--- src/rtl/mips_trace_buffer_pkg.sv ---
// Shared definitions for the MIPS retirement trace buffer.
//   DATA_W_DEF / SEQ_W_DEF : default PC/result and sequence-tag widths
//   REC_W                  : width of one stored record {pc, result, seq}
//   trace_rec_t            : record layout at the default widths
//   cap_state_e            : capture FSM states
package mips_trace_pkg;

    localparam int DATA_W_DEF = 32;
    localparam int SEQ_W_DEF  = 16;
    localparam int REC_W      = 2 * DATA_W_DEF + SEQ_W_DEF;

    typedef struct packed {
        logic [DATA_W_DEF-1:0] pc;
        logic [DATA_W_DEF-1:0] result;
        logic [SEQ_W_DEF-1:0]  seq;
    } trace_rec_t;

    typedef enum logic [1:0] {
        ST_IDLE  = 2'd0,
        ST_FIRST = 2'd1,
        ST_RUN   = 2'd2
    } cap_state_e;

endpackage

--- src/rtl/mips_trace_buffer_fifo.sv ---
// First-word-fall-through record FIFO for the trace buffer.
//   in_clock / reset : clock, async active-low reset
//   clear            : synchronous flush, wins over push and pop
//   i_wr / i_data    : capture request and record to store
//   i_ready          : consumer accepts head record
//   o_valid / o_data : head record (zero while empty)
//   o_level / o_full : occupancy 0..DEPTH, level==DEPTH
module trace_fifo
    import mips_trace_pkg::*;
#(
    parameter int WIDTH  = REC_W,
    parameter int DEPTH  = 16,
    parameter int ADDR_W = 4
) (
    input  logic              in_clock,
    input  logic              reset,
    input  logic              clear,
    input  logic              i_wr,
    input  logic [WIDTH-1:0]  i_data,
    input  logic              i_ready,
    output logic              o_valid,
    output logic [WIDTH-1:0]  o_data,
    output logic [ADDR_W:0]   o_level,
    output logic              o_full
);

    localparam logic [ADDR_W:0] LVL_FULL = DEPTH[ADDR_W:0];

    logic [WIDTH-1:0]  r_mem [DEPTH];
    logic [ADDR_W-1:0] r_wr_ptr;
    logic [ADDR_W-1:0] r_rd_ptr;
    logic [ADDR_W:0]   r_level;

    logic w_empty;
    logic w_pop;
    logic w_push;

    assign w_empty = (r_level == '0);
    assign o_full  = (r_level == LVL_FULL);
    assign o_valid = !w_empty;
    assign o_level = r_level;
    // A pop in the same cycle frees the slot, so a full FIFO still accepts.
    assign w_pop   = i_ready && !w_empty;
    assign w_push  = i_wr && (!o_full || w_pop);
    assign o_data  = w_empty ? '0 : r_mem[r_rd_ptr];

    always_ff @(posedge in_clock) begin
        if (w_push && !clear)
            r_mem[r_wr_ptr] <= i_data;
    end

    always_ff @(posedge in_clock or negedge reset) begin
        if (!reset) begin
            r_wr_ptr <= '0;
            r_rd_ptr <= '0;
            r_level  <= '0;
        end else if (clear) begin
            r_wr_ptr <= '0;
            r_rd_ptr <= '0;
            r_level  <= '0;
        end else begin
            if (w_push) r_wr_ptr <= r_wr_ptr + 1'b1;
            if (w_pop)  r_rd_ptr <= r_rd_ptr + 1'b1;
            case ({w_push, w_pop})
                2'b10:   r_level <= r_level + 1'b1;
                2'b01:   r_level <= r_level - 1'b1;
                default: r_level <= r_level;
            endcase
        end
    end

endmodule

--- src/rtl/mips_trace_buffer.sv ---
// Retirement trace buffer: logs one {PC, result, seq} record each time the
// core's registered PC changes, and lets a slow consumer drain them.
//   in_clock / reset        : clock, async active-low reset
//   clear                   : sync flush of FIFO, seq, overflow count and FSM
//   trace_en                : capture enable
//   mips_PC / mips_result   : registered outputs of the core
//   out_valid / out_ready   : FWFT head handshake
//   out_pc/out_result/out_seq : head record
//   level / full            : FIFO occupancy
//   overflow_cnt            : records dropped on full (saturating)
module mips_trace_buffer
    import mips_trace_pkg::*;
#(
    parameter int DATA_W = 32,
    parameter int DEPTH  = 16,
    parameter int ADDR_W = 4,
    parameter int SEQ_W  = 16
) (
    input  logic              in_clock,
    input  logic              reset,
    input  logic              clear,
    input  logic              trace_en,
    input  logic [DATA_W-1:0] mips_PC,
    input  logic [DATA_W-1:0] mips_result,
    output logic              out_valid,
    input  logic              out_ready,
    output logic [DATA_W-1:0] out_pc,
    output logic [DATA_W-1:0] out_result,
    output logic [SEQ_W-1:0]  out_seq,
    output logic [ADDR_W:0]   level,
    output logic              full,
    output logic [SEQ_W-1:0]  overflow_cnt
);

    localparam int W_REC = 2 * DATA_W + SEQ_W;

    cap_state_e        r_state;
    logic [DATA_W-1:0] r_last_pc;
    logic [SEQ_W-1:0]  r_seq;
    logic [SEQ_W-1:0]  r_ovf;

    logic              w_capture;
    logic              w_pop;
    logic              w_drop;
    logic [W_REC-1:0]  w_head;

    // FIRST logs unconditionally so a fresh trace always has an anchor record;
    // RUN only logs PC changes (reset hold / self-loop collapse to one entry).
    assign w_capture = (r_state == ST_FIRST) ||
                       ((r_state == ST_RUN) && (mips_PC != r_last_pc));
    assign w_pop     = out_valid && out_ready;
    assign w_drop    = w_capture && full && !w_pop;

    trace_fifo #(
        .WIDTH  (W_REC),
        .DEPTH  (DEPTH),
        .ADDR_W (ADDR_W)
    ) u_fifo (
        .in_clock (in_clock),
        .reset    (reset),
        .clear    (clear),
        .i_wr     (w_capture),
        .i_data   ({mips_PC, mips_result, r_seq}),
        .i_ready  (out_ready),
        .o_valid  (out_valid),
        .o_data   (w_head),
        .o_level  (level),
        .o_full   (full)
    );

    assign {out_pc, out_result, out_seq} = w_head;
    assign overflow_cnt = r_ovf;

    always_ff @(posedge in_clock or negedge reset) begin
        if (!reset) begin
            r_state   <= ST_IDLE;
            r_last_pc <= '0;
            r_seq     <= '0;
            r_ovf     <= '0;
        end else if (clear) begin
            r_state   <= ST_IDLE;
            r_last_pc <= '0;
            r_seq     <= '0;
            r_ovf     <= '0;
        end else begin
            case (r_state)
                ST_IDLE: begin
                    if (trace_en) r_state <= ST_FIRST;
                end
                ST_FIRST: begin
                    r_last_pc <= mips_PC;
                    r_state   <= trace_en ? ST_RUN : ST_IDLE;
                end
                ST_RUN: begin
                    if (w_capture) r_last_pc <= mips_PC;
                    if (!trace_en) r_state   <= ST_IDLE;
                end
                default: r_state <= ST_IDLE;
            endcase
            // seq advances on dropped captures too, so gaps are visible downstream.
            if (w_capture)                r_seq <= r_seq + 1'b1;
            if (w_drop && (r_ovf != '1))  r_ovf <= r_ovf + 1'b1;
        end
    end

endmodule

--- config.mk ---
export PLATFORM = sky130hd
export DESIGN_NAME = mips_trace_buffer
export DESIGN_NICKNAME = d
export VERILOG_FILES = /design/src/rtl/mips_trace_buffer_pkg.sv /design/src/rtl/mips_trace_buffer_fifo.sv /design/src/rtl/mips_trace_buffer.sv
export SDC_FILE = /design/constraint.sdc
export NUM_CORES = 1
export LEC_CHECK = 0
export CAP_MARGIN = 25
export CORE_ASPECT_RATIO = 1.1
export CORE_MARGIN = 8
export CORE_UTILIZATION = 26
export CTS_BUF_LIST = sky130_fd_sc_hd__clkbuf_8 sky130_fd_sc_hd__clkbuf_16
export CTS_CLUSTER_DIAMETER = 30
export DETAILED_ROUTE_END_ITERATION = 8
export PLACE_DENSITY = 0.41
export SYNTH_ARGS = -nofsm -noshare
export SYNTH_HDL_FRONTEND = slang
export SYNTH_SLANG_ARGS = --single-unit
export TNS_END_PERCENT = 10
--- constraint.sdc ---
create_clock -name in_clock -period 7.25 [get_ports in_clock]
set_input_delay 0.725 -clock in_clock [delete_from_list [all_inputs] [get_ports in_clock]]
set_output_delay 0.725 -clock in_clock [all_outputs]
set_load 0.005 [all_outputs]
Yosys cells after proc, flatten, opt, wreduce, memory -nomap -nowiden
Memory sizes are Yosys's and may differ from the RTL's. Cells that the tools add are included.

Output and inout port bits: 103. Register bits: 79. Memories: 1. Bits in writable memories: 1280.

Reduce and logical (&&, ||, !) cells: 23. Eq/ne operators: 10. Multiplexer cells: 21. Add/subtract/negate cells: 6.

Memories: u_fifo.r_mem (depth 16, width 80, read ports 1, clocked after memory_dff 0, wr ports 1, line mips_trace_buffer_fifo.sv:29) `logic [WIDTH-1:0] r_mem [DEPTH];`.

Operator list (number): 80-bit 2-to-1 mux (1); 16-bit 2-to-1 mux (4); 32-bit 2-to-1 mux (2); 32-bit one-hot mux with 2 select lines (1); 16-bit by 1-bit adder with 16-bit output (second input constant) (2); 32-bit != test (1); 4-bit 2-to-1 mux (4); 16-bit != test (second input constant) (1); 5-bit one-hot mux with 2 select lines (1); 4-bit by 1-bit adder with 4-bit output (second input constant) (2); 2-bit 2-to-1 mux (4); 2-bit nonzero test (4); 1-bit logical AND (7); 3-bit != test (second input constant) (2); 2-bit one-hot mux with 3 select lines (1); 3-bit nonzero test (2); 5-bit by 1-bit adder with 5-bit output (second input constant) (1); 5-bit == test (second input constant) (1); 5-bit zero test (1); 5-bit 2-to-1 mux (1); 5-bit by 1-bit subtractor with 5-bit output (second input constant) (1); 2-bit by 1-bit == test with 1-bit output (second input constant) (2); 2-bit == test (second input constant) (2); 1-bit zero test (4); 5 further kinds (8).

Longest topological paths before layout
Gate-level depths: netlist of the first run.

Word-level depth: 8. Depth in mapped cells: 16. Mapped depth without buffers: 13.

Hierarchy
From an unflattened synthesis of the first run, not the netlist that was laid out.

Cells, all modules: 2431. Area total of the unflattened synthesis: 52925.8 sq um.

By module, submodules not included: trace_fifo (times used 1, seq. area each 38762.2 sq um, cells an instance 2069, area each 49312.3 sq um); mips_trace_buffer (times used 1, seq. area each 1651.6 sq um, cells an instance 362, area each 3613.5 sq um).

Least setup slack after synthesis of the first run
Ideal clock, no wire load.

Path kind: input port to flip-flop. Start point: in mips_PC[27]. End point: mem u_fifo.r_mem[3][0] (netlist bit), enable pin. Stages on the path: 9. Arrival: 5.068 ns. Data required time: 6.731 ns. Library setup time: 0.519 ns. Slack: 1.663 ns. Cells stage by stage: xnor2_1 -> nand4_1 -> nor4_1 -> a31oi_1 -> and2_1 -> clkbuf_1 -> nand2b_1 -> clkbuf_1 -> nor2_1.

Cells in the longest elaborated chain, start to end: 7.

RTL lines: start: declaration (line mips_trace_buffer.sv:23) `input logic [DATA_W-1:0] mips_PC,`; 32-bit != test (line mips_trace_buffer.sv:50) `((r_state == ST_RUN) && (mips_PC != r_last_pc));`; 1-bit logical AND (line mips_trace_buffer.sv:50); 1-bit logical OR (line mips_trace_buffer.sv:49) `assign w_capture = (r_state == ST_FIRST) ||`; 1-bit logical AND (line mips_trace_buffer_fifo.sv:44) `assign w_push = i_wr && (!o_full || w_pop);`; 1-bit logical AND (line mips_trace_buffer_fifo.sv:48) `if (w_push && !clear)`; 1-bit 2-to-1 mux (line mips_trace_buffer_fifo.sv:48); 1-bit 2-to-1 mux (implied by the code) (line mips_trace_buffer_fifo.sv:49) `r_mem[r_wr_ptr] <= i_data;`; end: declaration (line mips_trace_buffer_fifo.sv:29).

No other way between the ends.

Worst setup path after layout of the first run
Start point: reg u_fifo.r_rd_ptr[1]. End point: out out_result[19].

Cells in the longest elaborated chain, start to end: 2.

RTL lines: start: declaration (line mips_trace_buffer_fifo.sv:31) `logic [ADDR_W-1:0] r_rd_ptr;`; start signal: assignment (line mips_trace_buffer_fifo.sv:63) `if (w_pop) r_rd_ptr <= r_rd_ptr + 1'b1;`; memory read 16 x 80 bit; 80-bit 2-to-1 mux (line mips_trace_buffer_fifo.sv:45) `assign o_data = w_empty ? '0 : r_mem[r_rd_ptr];`; end: declaration (line mips_trace_buffer.sv:28) `output logic [DATA_W-1:0] out_result,`.

No other way between the ends.

==> flow_summary.ini, run 1 <==
[clock_tree]
cts.htree.levels = 5
numCtsBuffers = 319
clockRootBuffer = sky130_fd_sc_hd__clkbuf_16
clk_transition_reported_paths_ns = 0.04
ctsLongestPathBuffers = 4
tritoncts = done
clock_sink_count = 1359
worstSkewPairLatency_ns = 0.90

[floorplanning]
dieWidth_um = 445
rows = 173
dieHeight_um = 488
die_outline_area_um2 = 218000
floorplan.initialDensity_pct = 26.1
num_io_pins = 172
floorplan.core_area_um2 = 202000

[final_layout]
nets = 2802
layout-area-overhead-vs-synth_pct = 29.5
n_fill_cell = 18800
layout.cells.non_filler = 5665
final_layout_size_suffix_gt1_share_pct = 32.5

[placed_design]
hpwlAfterDp_um = 76500
dp_cells = 5110
numPortBuffers = 171
final_weighted_congestion_of_routability_driven_global_placement = 0.732

[detailed_routing]
detailedRoute.firstPassIterationCount = 6
drtAntennaViolNets = 0
detailed_route_iter0_violations = 1456
post_drt_wl_per_cell_um = 25.3
finalWirelength_um = 143000
vias = 25200
post_dr_vias_cell = 4.44
drc = 0

[yosys]
synth_cell_types = 42
synthTopCellsByCount = sky130_fd_sc_hd__edfxtp_1 (1280), sky130_fd_sc_hd__mux4_2 (400), sky130_fd_sc_hd__nor2_1 (86)
synth_area_per_cell_um2 = 23.0
post-synth-top-area-cell = sky130_fd_sc_hd__edfxtp_1
post_synth_main_area_contributors = sky130_fd_sc_hd__edfxtp_1 (73%), sky130_fd_sc_hd__mux4_2 (17%), sky130_fd_sc_hd__dfrtp_1 (3.7%)
yosys.area.top_type_share_pct = 72.9
synth_enable_flop_cells = 1280
synth-seq-area-share_pct = 76.6
synth_cells = 2294
syn-num-nets = 2374
postSynthRegisterBits = 1359
yosys_most_used_dff = sky130_fd_sc_hd__edfxtp_1
synth.cell_area_um2 = 52800
yosys_warnings = 0
fraction_of_registers_with_async_set_or_reset_after_synthesis_pct = 5.81
synth_most_common_cell = sky130_fd_sc_hd__edfxtp_1

[status]
outcome = finished clean

[sta]
max_clock_freq_ghz = 0.197
holdWs_ns = 0.0954
layout_min_cycle_time_ns = 5.08
setup_viol = 0
setup_tns_ns = 0
finalHoldViolCount = 0
worstMarginPinSlew_ns = 1.08
grt_setup_unrepaired = false
worst_clock_skew_on_the_final_layout_ns = 0.0706
final.period_utilization_pct = 70.0
timing.final.max_slew_violations = 0
max_slew_margin_pct = 27.7

[grt]
grt_pass1_vias = 28500
maximum_number_of_pins_on_one_net_before_global_route_repair = 124
grt_antenna_before_repair = 15
global_route_wire_length_before_repair_um = 206000
grt_remaining_overflow = 0
total_global_routing_track_utilization_pct = 13.0

[pwr]
seqPwrFrac_pct = 32.8
p_sw_share_pct = 24.1
clock_power_share_pct = 50.9
netSwitchingPower_mw = 6.45
power_leakage_nw = 21.7
ir_drop_v = 0.000385
p_int_mw = 20.3
comb_power_share_pct = 16.3
power.density_cell_area_nw_per_um2 = 392

[critical_path]
worst_path_most_repeated_cell = sky130_fd_sc_hd__mux4_2
setup.worst_path.end_class = primary output
worst_path_largest_cell_delay_ns = 0.85
cpLargestDelayFamily = buffers and inverters
timing.critical_path.required_ns = 6.52
critPathKind = reg2out
critical_path_arrival_ns = 4.35
path_buf_inv = 2
cp_cell_sequence = buf_12 > mux4_2 > mux4_2 > and2_1 > clkdlybuf4s50_1
timing.critical_path.fanout_max = 123
timing.critical_path.slowest_stage_cell = sky130_fd_sc_hd__dfrtp_4
crit_path_start_kind = register

[min_path]
hold_path_class = in2reg

[flow_run]
timing.max_cap.violations = 0
stage by stage:
stage	setup WS, ns	cell area (um^2)	utilization, %	power [mW]
finish	2.17	68300	33.8	26.8
global route	1.96	68300	33.8	27.8
CTS	2.00	68300	33.8	27.3
detailed placement	1.53	57900	28.7	13.5
global placement	1.62	57900	28.7	13.5
floorplan	1.66	52800	-	11.6
registers in the layout, indices dropped and copies added (netlist names):
register,count
r_last_pc,32
u_fifo.r_rd_ptr,4
u_fifo.r_wr_ptr,4
u_fifo.o_level,5
r_seq,16
r_state,2
overflow_cnt,16
u_fifo.r_mem,1280
final timing paths:
check | startpoint | endpoint | slack [ns] | cells after the start
setup / recovery | u_fifo.r_rd_ptr[1] | out_result[19] | 2.17 | 5
hold / removal | clear | u_fifo.r_wr_ptr[1] | 0.1 | 2
setup reg to reg | r_last_pc[23] | u_fifo.r_mem[3][6] | 3.18 | 8
hold reg to reg | r_state[1] | r_state[0] | 0.48 | 1
max in group asynchronous | reset | r_seq[7] | 5.70 | 3
min in group asynchronous | reset | u_fifo.r_wr_ptr[2] | 0.32 | 2
timing repair:
action / CTS / global route
hold endpoints to repair: 26 / 0
buffers inserted: 0 / 0
resized for setup: 0 / 0
hold buffers: 1 / 0
worst register-to-register path: stages (launching register included):
cell and delay, ns:
sky130_fd_sc_hd__dfrtp_1 0.38, sky130_fd_sc_hd__xnor2_1 0.21, sky130_fd_sc_hd__nand4_1 0.26, sky130_fd_sc_hd__nor4_1 0.14, sky130_fd_sc_hd__a31oi_4 0.22, sky130_fd_sc_hd__and2_1 0.30, sky130_fd_sc_hd__nand2b_1 0.49, sky130_fd_sc_hd__nor2_4 0.88
sky130_fd_sc_hd__buf_4 0.72
final cells by class:
cell class | instances | area [um^2] | area share [%]
diodes | 2 | 5.00 | 0.00733
clock buffers | 321 | 8020 | 11.7
clock inverters | 229 | 2290 | 3.35
inverters | 10 | 37.5 | 0.0549
multi-input cells | 807 | 11800 | 17.3
flip-flops and latches | 1359 | 40400 | 59.2
well taps | 2712 | 3390 | 4.97
repair buffers | 225 | 2320 | 3.39
cells by family after synthesis:
logic type | share of synthesized area [%]
simple gates | 2.70
fa+ha+maj | 0.275
buf+inv | 1.25
xor+xnor | 0.996
flops | 76.6
compound gates | 0.280
mux | 17.9
power groups by stage:
stage / Combinational, mW / Sequential (mW) / Clock [mW]
4_1_cts: 4.62 / 8.78 / 13.9
3_5_place_dp: 4.61 / 8.91 / 0
2_1_floorplan: 2.73 / 8.84 / 0
3_3_place_gp: 4.57 / 8.91 / 0
6_report: 4.36 / 8.77 / 13.6
5_1_grt: 4.75 / 8.78 / 14.3
cell usage in the layout, fill, tap and decap left out, drive strengths merged, types with 3 or more instances in the layout:
cell	n
and2	85
mux4	400
bufinv	39
nor3	3
nand2b	4
nand4	22
clkdlybuf4s50	169
and3	10
clkbuf	321
nor2	86
buf	55
nor2b	6
ha	10
xnor2	39
xor2	21
nand2	23
dfrtp	79
o21ai	8
nand3	9
or3	6
mux2	4
clkinvlp	37
o31ai	3
edfxtp	1280
mux2i	37
a21oi	13
inv	61
clkinv	102
nor4	3
or4	3
metal layers:
layer | share of wire, % | vias to the layer above | routed length, um | GRT usage, %
li1 | - | 10600 | - | -
met4 | 2.4 | 4 | 3400 | 4.04
met2 | 50 | 641 | 71200 | 21.8
met5 | 0.015 | - | 21 | 0
met3 | 4.3 | 236 | 6210 | 3.04
met1 | 44 | 13700 | 62600 | 16.8
Power figures use the tool's default switching activity.
==> run 2, diff against run 1 <==
==> constraint.sdc (replaced) <==
create_clock -name in_clock -period 5.2 [get_ports in_clock]
set_input_delay 0.52 -clock in_clock [delete_from_list [all_inputs] [get_ports in_clock]]
set_output_delay 0.52 -clock in_clock [all_outputs]
set_load 0.005 [all_outputs]
==> run 2 against run 1 <==
Against the previous run: count of clock-buffer cells in the layout grew 25; sequential power grew 40%; routed wire length up 3.6%; total power grew 46%; clock power is 52% higher; flip-flop and latch count did not move; combinational power grew 42%; setup slack lost 1.7 ns; final area increased by 2.2%; global-route usage rose by 0.48 points; critical path type unchanged; largest cell class unchanged.
==> flow_summary.ini, run 2 (synthesized netlist as in run 1, its figures left out) <==
[clock_tree]
ctsLongestPathBuffers = 4
worstSkewPairLatency_ns = 0.91
cts.repair_timing.setup_buffer_count = 0
cts.htree.levels = 5
clockRootBuffer = sky130_fd_sc_hd__clkbuf_16
clk_transition_reported_paths_ns = 0.05
numCtsBuffers = 332
clock_sink_count = 1359
tritoncts = done

[detailed_routing]
detailed_route_iter0_violations = 1853
drc = 0
vias = 25700
finalWirelength_um = 149000
post_drt_wl_per_cell_um = 25.9
drtAntennaViolNets = 0
detailedRoute.firstPassIterationCount = 5
post_dr_vias_cell = 4.47

[floorplanning]
num_io_pins = 172
dieHeight_um = 488
rows = 173
dieWidth_um = 445
die_outline_area_um2 = 218000
floorplan.core_area_um2 = 202000
floorplan.initialDensity_pct = 26.1

[final_layout]
finalCoreUtilization_pct = 34.6
mostFrequentLayoutCells = sky130_fd_sc_hd__edfxtp_1 (1280), sky130_fd_sc_hd__mux4_2 (400), sky130_fd_sc_hd__clkbuf_16 (339)
largest_register_ffs = 1280
top_regs = u_fifo.r_mem (1280), r_last_pc (32)
max_flop_register = u_fifo.r_mem
final_layout_size_suffix_gt1_share_pct = 34.5
layout.cells.non_filler = 5742
layout-area-overhead-vs-synth_pct = 32.3
postLayoutCellArea_um2 = 69800
nets = 2855
layout.cells.most_common = sky130_fd_sc_hd__edfxtp_1

[placed_design]
numPortBuffers = 171
dp_cells = 5151
hpwlAfterDp_um = 79500
dpl_cell_area_um2 = 58400
final_weighted_congestion_of_routability_driven_global_placement = 0.730

[critical_path]
timing.rr.start = r_last_pc[23]
worst_path_largest_cell_delay_ns = 0.99
critical_path.reg2reg.endpoint = u_fifo.o_level[4]
worst_path_most_repeated_cell = sky130_fd_sc_hd__mux4_2
setup.reg_to_reg.worst_slack_ns = 1.19
path_buf_inv = 2
timing.critical_path.fanout_max = 60
critPathKind = reg2out
worst-r2r-cell-count = 13
cpLargestDelayFamily = multiplexers
setup.worst_path.end_class = primary output
crit_path_start_kind = register
timing.critical_path.slowest_stage_cell = sky130_fd_sc_hd__dfrtp_4
timing.critical_path.required_ns = 4.68
cp_cell_sequence = buf_12 > mux4_2 > mux4_2 > and2_1 > clkdlybuf4s50_1
critical_path_arrival_ns = 4.16

[sta]
grt_setup_unrepaired = false
max_clock_freq_ghz = 0.214
setup_viol = 0
worstMarginPinSlew_ns = 1.07
timing.final.max_slew_violations = 0
max_slew_margin_pct = 28.6
final.period_utilization_pct = 89.9
finalHoldViolCount = 0
layout_min_cycle_time_ns = 4.68
worst_clock_skew_on_the_final_layout_ns = 0.0772

[grt]
total_global_routing_track_utilization_pct = 13.5
globalRoute.busiestLayer = met2
groute.layer.met1.usage_pct = 17.6
use_met3_pct = 3.03
grt_antenna_before_repair = 7
met2_usage_pct = 22.6
global_route_wire_length_before_repair_um = 213000
grt_pass1_vias = 28800
grt_remaining_overflow = 0
maximum_number_of_pins_on_one_net_before_global_route_repair = 68

[pwr]
p_total_mw = 39.1
power_leakage_nw = 22.5
power.density_cell_area_nw_per_um2 = 561
ir_drop_v = 0.000423

[flow_run]
timing.max_cap.violations = 0

[status]
outcome = finished clean

[min_path]
worstHoldStart = trace_en
hold_path_class = in2reg
worstHoldPathCells = 3
timing.hold.worst_endpoint = r_state[1]
==> run 2: cell type report <==
class	count	area, um^2
diodes	2	5.00
clock buffers	346	8580
clock inverters	241	2750
fillers	18700	132000
inverters	10	37.5
multi-input cells	807	11800
flip-flops and latches	1359	40400
well taps	2712	3390
repair buffers	265	2770
==> run 2: power by group <==
group	total [mW]	switching, mW	internal (mW)
sequential	12.3	0.170	12.1
combinational	6.19	2.93	3.26
clock	20.7	6.15	14.5
total	39.1	9.25	29.9
==> run 2: timing repair <==
| item | 4_1_cts | 5_1_grt |
|---|---|---|
| hold endpoints to repair | 68 | 0 |
| resized for setup | 0 | 0 |
| hold buffers | 2 | 0 |
| setup endpoints to repair | 0 | 0 |
==> run 2: routing by layer <==
| layer | vias to the layer above | share of wire, % | wire (um) |
|---|---|---|---|
| li1 | 10700 | - | - |
| met1 | 14000 | 44 | 64700 |
| met2 | 740 | 49 | 73300 |
| met3 | 247 | 4.8 | 7080 |
| met4 | 2 | 2.4 | 3540 |
| met5 | - | 0.0074 | 11 |
==> run 2: tightest hold or removal path, stage by stage <==
cell and delay [ns]:
sky130_fd_sc_hd__clkdlybuf4s50_1 0.40, sky130_fd_sc_hd__nand2b_1 0.09, sky130_fd_sc_hd__nor2_1 0.04
==> run 2: how the worst max path moves through the flow <==
stage / cells after the start / end / startpoint / slack [ns]
2_1_floorplan: 9 / u_fifo.r_mem[3][0] / mips_PC[27] / -0.18
3_3_place_gp: 14 / u_fifo.o_level[4] / mips_PC[23] / 0.58
3_5_place_dp: 14 / u_fifo.o_level[4] / mips_PC[2] / 0.62
4_1_cts: 5 / out_result[7] / u_fifo.r_rd_ptr[0] / 0.36
5_1_grt: 5 / out_result[7] / u_fifo.r_rd_ptr[0] / 0.31
6_report: 5 / out_result[10] / u_fifo.r_rd_ptr[1] / 0.52
==> run 2: through the flow <==
stage          hold slack, ns  TNS, ns  worst slack, ns
3_3_place_gp            0.473        0            0.583
5_1_grt                 0.185        0            0.312
2_1_floorplan           0.224  -204.33           -0.182
6_report                0.207        0            0.525
3_5_place_dp            0.473        0            0.615
4_1_cts                 0.141        0            0.357
